`src/rtl/regfile_mp.sv`:
```
// Multi-port register file with write-back and link write ports, optional r0 hardwiring,
// write-to-read bypass and a per-register busy scoreboard for decode hazard checks.
module regfile_mp #(
    parameter int unsigned DATA_W   = 32,
    parameter int unsigned ADDR_W   = 5,
    parameter int unsigned NUM_RD   = 2,
    parameter int unsigned ZERO_REG = 1,
    parameter int unsigned BYPASS   = 1
) (
    input  logic                       clk,
    input  logic                       rst_n,
    input  logic                       wb_en,
    input  logic [ADDR_W-1:0]          wb_num,
    input  logic [DATA_W-1:0]          wb_data,
    input  logic                       lk_en,
    input  logic [ADDR_W-1:0]          lk_num,
    input  logic [DATA_W-1:0]          lk_data,
    input  logic [NUM_RD*ADDR_W-1:0]   rd_num,
    output logic [NUM_RD*DATA_W-1:0]   rd_data,
    output logic [NUM_RD-1:0]          rd_busy,
    input  logic                       set_en,
    input  logic [ADDR_W-1:0]          set_num,
    output logic                       busy_any
);

    localparam int NUM_REGS = 2 ** ADDR_W;
    localparam bit HAS_ZERO = (ZERO_REG != 0);
    localparam bit HAS_BYP  = (BYPASS != 0);

    logic [DATA_W-1:0]   regs_q [NUM_REGS];
    logic [NUM_REGS-1:0] busy_q;
    logic [NUM_REGS-1:0] busy_d;

    logic wb_act;
    logic lk_act;
    logic set_act;

    // Accesses to a hardwired r0 are dropped here, so they neither write, bypass nor mark busy.
    assign wb_act  = wb_en  && !(HAS_ZERO && (wb_num  == '0));
    assign lk_act  = lk_en  && !(HAS_ZERO && (lk_num  == '0));
    assign set_act = set_en && !(HAS_ZERO && (set_num == '0));

    // Link write is issued last so it wins a same-index collision with write-back.
    always_ff @(posedge clk or negedge rst_n) begin
        if (!rst_n) begin
            for (int i = 0; i < NUM_REGS; i++) begin
                regs_q[i] <= '0;
            end
        end else begin
            if (wb_act) begin
                regs_q[wb_num] <= wb_data;
            end
            if (lk_act) begin
                regs_q[lk_num] <= lk_data;
            end
        end
    end

    // A new producer marked this cycle supersedes a retiring write to the same register.
    always_comb begin
        busy_d = busy_q;
        if (wb_act) begin
            busy_d[wb_num] = 1'b0;
        end
        if (lk_act) begin
            busy_d[lk_num] = 1'b0;
        end
        if (set_act) begin
            busy_d[set_num] = 1'b1;
        end
        if (HAS_ZERO) begin
            busy_d[0] = 1'b0;
        end
    end

    always_ff @(posedge clk or negedge rst_n) begin
        if (!rst_n) begin
            busy_q <= '0;
        end else begin
            busy_q <= busy_d;
        end
    end

    for (genvar k = 0; k < NUM_RD; k++) begin : g_rd
        logic [ADDR_W-1:0] idx;
        logic              hit_lk;
        logic              hit_wb;
        logic              is_zero;

        assign idx     = rd_num[k*ADDR_W +: ADDR_W];
        assign hit_lk  = HAS_BYP && lk_act && (lk_num == idx);
        assign hit_wb  = HAS_BYP && wb_act && (wb_num == idx);
        assign is_zero = HAS_ZERO && (idx == '0);

        assign rd_data[k*DATA_W +: DATA_W] = hit_lk  ? lk_data :
                                             hit_wb  ? wb_data :
                                             is_zero ? '0      : regs_q[idx];

        // A value forwarded this cycle already satisfies the reader.
        assign rd_busy[k] = busy_q[idx] && !(hit_lk || hit_wb);
    end

    assign busy_any = |rd_busy;

endmodule

```
`config.mk`:
```
export PLATFORM = sky130hd
export DESIGN_NAME = regfile_mp
export DESIGN_NICKNAME = d
export VERILOG_FILES = /design/src/rtl/regfile_mp.sv
export SDC_FILE = /design/constraint.sdc
export NUM_CORES = 2
export LEC_CHECK = 0
export ABC_AREA = 1
export BUFFER_PORTS_ARGS = -buffer_cell sky130_fd_sc_hd__buf_2
export CORE_MARGIN = 4
export CORE_UTILIZATION = 30
export CTS_CLUSTER_SIZE = 40
export DETAILED_ROUTE_END_ITERATION = 7
export SETUP_SLACK_MARGIN = 0.4
export SYNTH_ARGS = -nofsm -noshare
export SYNTH_HDL_FRONTEND = slang
export SYNTH_SLANG_ARGS = --single-unit
```
`constraint.sdc`:
```
create_clock -name clk -period 1.7 [get_ports clk]
set_input_delay 0 -clock clk [delete_from_list [all_inputs] [get_ports clk]]
set_output_delay 0 -clock clk [all_outputs]
set_load 0.01 [all_outputs]
```
==> impl_metrics.tcl <==
set metrics [dict create \
    cts_made_buffers 118 \
    fin_nets 10700 \
    critPathMostFrequentCell "nand2_1" \
    fmax_mhz 415 \
    insertion_delay_ps 790 \
    core_area_um2 228000 \
    worst_slew_pin_slew_ps 1030 \
    ant_nets 0 \
    finalHoldViolCount 0 \
    worst_slack_ps -708 \
    antenna_found_initial 31 \
    synth_cells 10300 \
    timing.final.crit_share 1.42 \
    r2r_start "regs_q[209]$_DFF_PN0_" \
    grt.total_usage 0.322 \
    cts_buffer_depth 3 \
    place_congestion 1.03 \
    p_clk_frac 0.317 \
    num_vias 82400 \
    cts_tree "done" \
    post-route-min-period_ps 2410 \
    drt_iter0_drc 13300 \
    worstRegToRegCells 6 \
    start_kind "flop" \
    holdCritPathClass "in -> reg" \
    relSlewSlack 0.309 \
    io_pins 161 \
    syn2layout_area_growth_pct 30.2 \
    critPathMaxFanout 3 \
    routed_wl_um 398000 \
    cp-end-kind "output port" \
    cp-startpoint "regs_q[975]$_DFF_PN0_" \
    crit_family "simple AND/OR/NAND/NOR gates" \
    stdcell_area_um2 89700 \
    endpoint "rd_data[15]" \
    rsz0062_at_grt "true" \
    power.density_nw_per_um2 1030 \
    die_w_um 487 \
    finalMaxSlewViolations 0 \
    postLayoutCoreUtil 0.394 \
    die_h_um 487 \
    drt-vias-per-instance 5.98 \
    p_seq_frac 0.397 \
    setup_viol 67 \
    p_leak_nw 39.9 \
    synth_area_um2 68900 \
    die_area_um2 237000 \
    finClkSkew_ps 0 \
    ys_warn_count 0 \
    yosysUniqueCellTypes 35 \
    place_ws_ps -429 \
    cp.required_ps 1700 \
    dpl.hpwl_um 269000 \
    grt_max_degree 76 \
    ir_worst_vdd_mv 0.911 \
    worst-setup-path-type "reg -> out" \
    crit_path_cell_trace "nand2_1 > nand3_1 > nand2_1 > nor2_1 > nand2_1 > nand3_2 > nand3_4 > a21oi_4 > buf_6" \
    wire_per_inst_um 28.8 \
    path_buf_inv 1 \
    violations "setup timing" \
    max_cap_violations 0 \
    switching_share 0.357 \
    port_buffers 160 \
    comb_power_share 0.286 \
    clk_pin_slew_ps 70 \
    htree_levels 3 \
    r2r-end "regs_q[209]$_DFF_PN0_" \
    finalSetupTns_ps -32670 \
    r2r_setup_slack_ps 640 \
    grt_first_pass_wirelength_um 558000 \
    cts_root_buf "clkbuf_16" \
    cp.depth 9 \
    drc_errors 0 \
    final_layout_size_suffix_gt1_frac 0.195 \
    drtPass1Iterations 7 \
    fill_cells 23200 \
    status "finished, violations left" \
    ys_ff_latch 1055 \
    numClockSinks 1055 \
    slowest_delay_ps 430 \
    overflow 0 \
    grt_pass1_vias 74800 \
    syn_nets 10400 \
    holdWs_ps 47.5 \
    start_util 0.302 \
    internal_power_mw 59.7 \
    syn_area_per_cell_um2 6.68 \
    dpl_cell_area_um2 81100 \
    critPathArrivalTime_ps 2410 \
    rows 175 \
    yosysSeqAreaShare 0.383 \
    timing.critical_path.slowest_stage_cell "a21oi_4" \
    switching_power_mw 33.2 \
]
## cell families after synthesis
logic type,synth area share
flops,0.383
buf+inv,0.105
compound gates,0.268
simple gates,0.242
xor+xnor,0.00191
## through the flow
stage / cells / power [mW]
after floorplan: 10300 / 50.4
after global placement: 13400 / 59.7
after detailed placement: 13400 / 60.1
after CTS: 13700 / 90.6
after global routing: 13800 / 96.8
final: 13800 / 92.8
## cells in the mapped netlist, drive strengths merged
master     n  area, um2
nand4     17        106
o21a       1       7.51
o211ai   465       3490
xnor2     11       96.3
inv      722       2710
a21boi     1       11.3
o32ai      1       8.76
a21oi    723       3620
o22ai    515       3220
o21ai   1542       7720
dfrtp   1055      26400
nand3    808       4050
a31oi     55        344
or2        3       18.8
nand2   2392       8980
clkbuf   684       2570
a22oi      1       7.51
xor2       4       35.0
nor3      13        114
clkinv    11       41.3
buf      398       1930
nor2     887       3380
a211oi     2       15.0
## what timing repair did
| item | CTS | global route |
|---|---|---|
| hold buffers | 83 | 3 |
| resized for setup | 455 | 348 |
| endpoints found under the setup margin | 67 | 291 |
| setup buffers | 28 | 47 |
| pin swaps | 309 | 310 |
| hold endpoints to repair | 2069 | 26 |
## worst min-delay path by stage
stage	startpoint	endpoint	slack (ps)	cells past startpoint
finish	lk_en	regs_q[951]$_DFF_PN0_	50	6
global route	lk_num[0]	regs_q[809]$_DFF_PN0_	60	6
CTS	lk_en	regs_q[946]$_DFF_PN0_	4	6
detailed placement	rst_n	regs_q[162]$_DFF_PN0_	20	1
global placement	rst_n	regs_q[162]$_DFF_PN0_	20	1
floorplan	rst_n	busy_q[10]$_DFF_PN0_	-300	0
## layer usage
layer	share of wire	vias to the layer above	track usage
li1	-	35500	-
met1	0.36	38700	0.396
met2	0.41	6515	0.460
met3	0.13	1719	0.0913
met4	0.10	14	0.278
met5	0.00029	-	0
## placed cells by master, fill, tap and decap left out, types with 28 or more instances in the layout
| cell | count |
|---|---|
| a21oi_1 | 586 |
| a21oi_2 | 114 |
| a31oi_1 | 55 |
| buf_12 | 327 |
| buf_2 | 115 |
| buf_4 | 704 |
| buf_6 | 63 |
| clkbuf_16 | 122 |
| clkbuf_8 | 29 |
| clkinv_2 | 28 |
| dfrtp_1 | 1055 |
| diode_2 | 30 |
| dlygate4sd3_1 | 84 |
| inv_1 | 621 |
| inv_2 | 98 |
| nand2_1 | 2289 |
| nand2_2 | 84 |
| nand3_1 | 578 |
| nand3_2 | 156 |
| nand3_4 | 74 |
| nor2_1 | 806 |
| nor2_2 | 52 |
| nor2_4 | 29 |
| o211ai_1 | 465 |
| o21ai_0 | 1304 |
| o21ai_1 | 233 |
| o22ai_1 | 515 |
## power by group through the flow
stage               sequential [mW]  clock (mW)  combinational [mW]
floorplan                      35.2           0                15.2
global placement               36.7           0                23.0
detailed placement             36.7           0                23.4
CTS                            36.4        29.4                24.8
global route                   37.4        30.4                29.0
finish                         36.9        29.4                26.5
## worst min-delay path, delay by kind of cell
kind                   cells  cell delay (ps)
AOI/OAI and AO/OA          1               70
buffers and inverters      4              600
and+or+nand+nor            1              100
## final cells by class
type | instances | area [um2] | share of cell area
multi-input cells | 7441 | 38300 | 0.427
flip-flops and latches | 1055 | 26400 | 0.294
repair buffers | 1299 | 14000 | 0.157
well taps | 3009 | 3760 | 0.0420
clock buffers | 165 | 3500 | 0.0391
inverters | 733 | 2780 | 0.0310
clock inverters | 58 | 815 | 0.00908
diodes | 30 | 75.1 | 0.000837
## sequential cells by signal (all words and copies together), names as in the netlist
signal and count:
busy_q 31, regs_q 1024
Note: power is estimated with default switching activity, not from simulation.
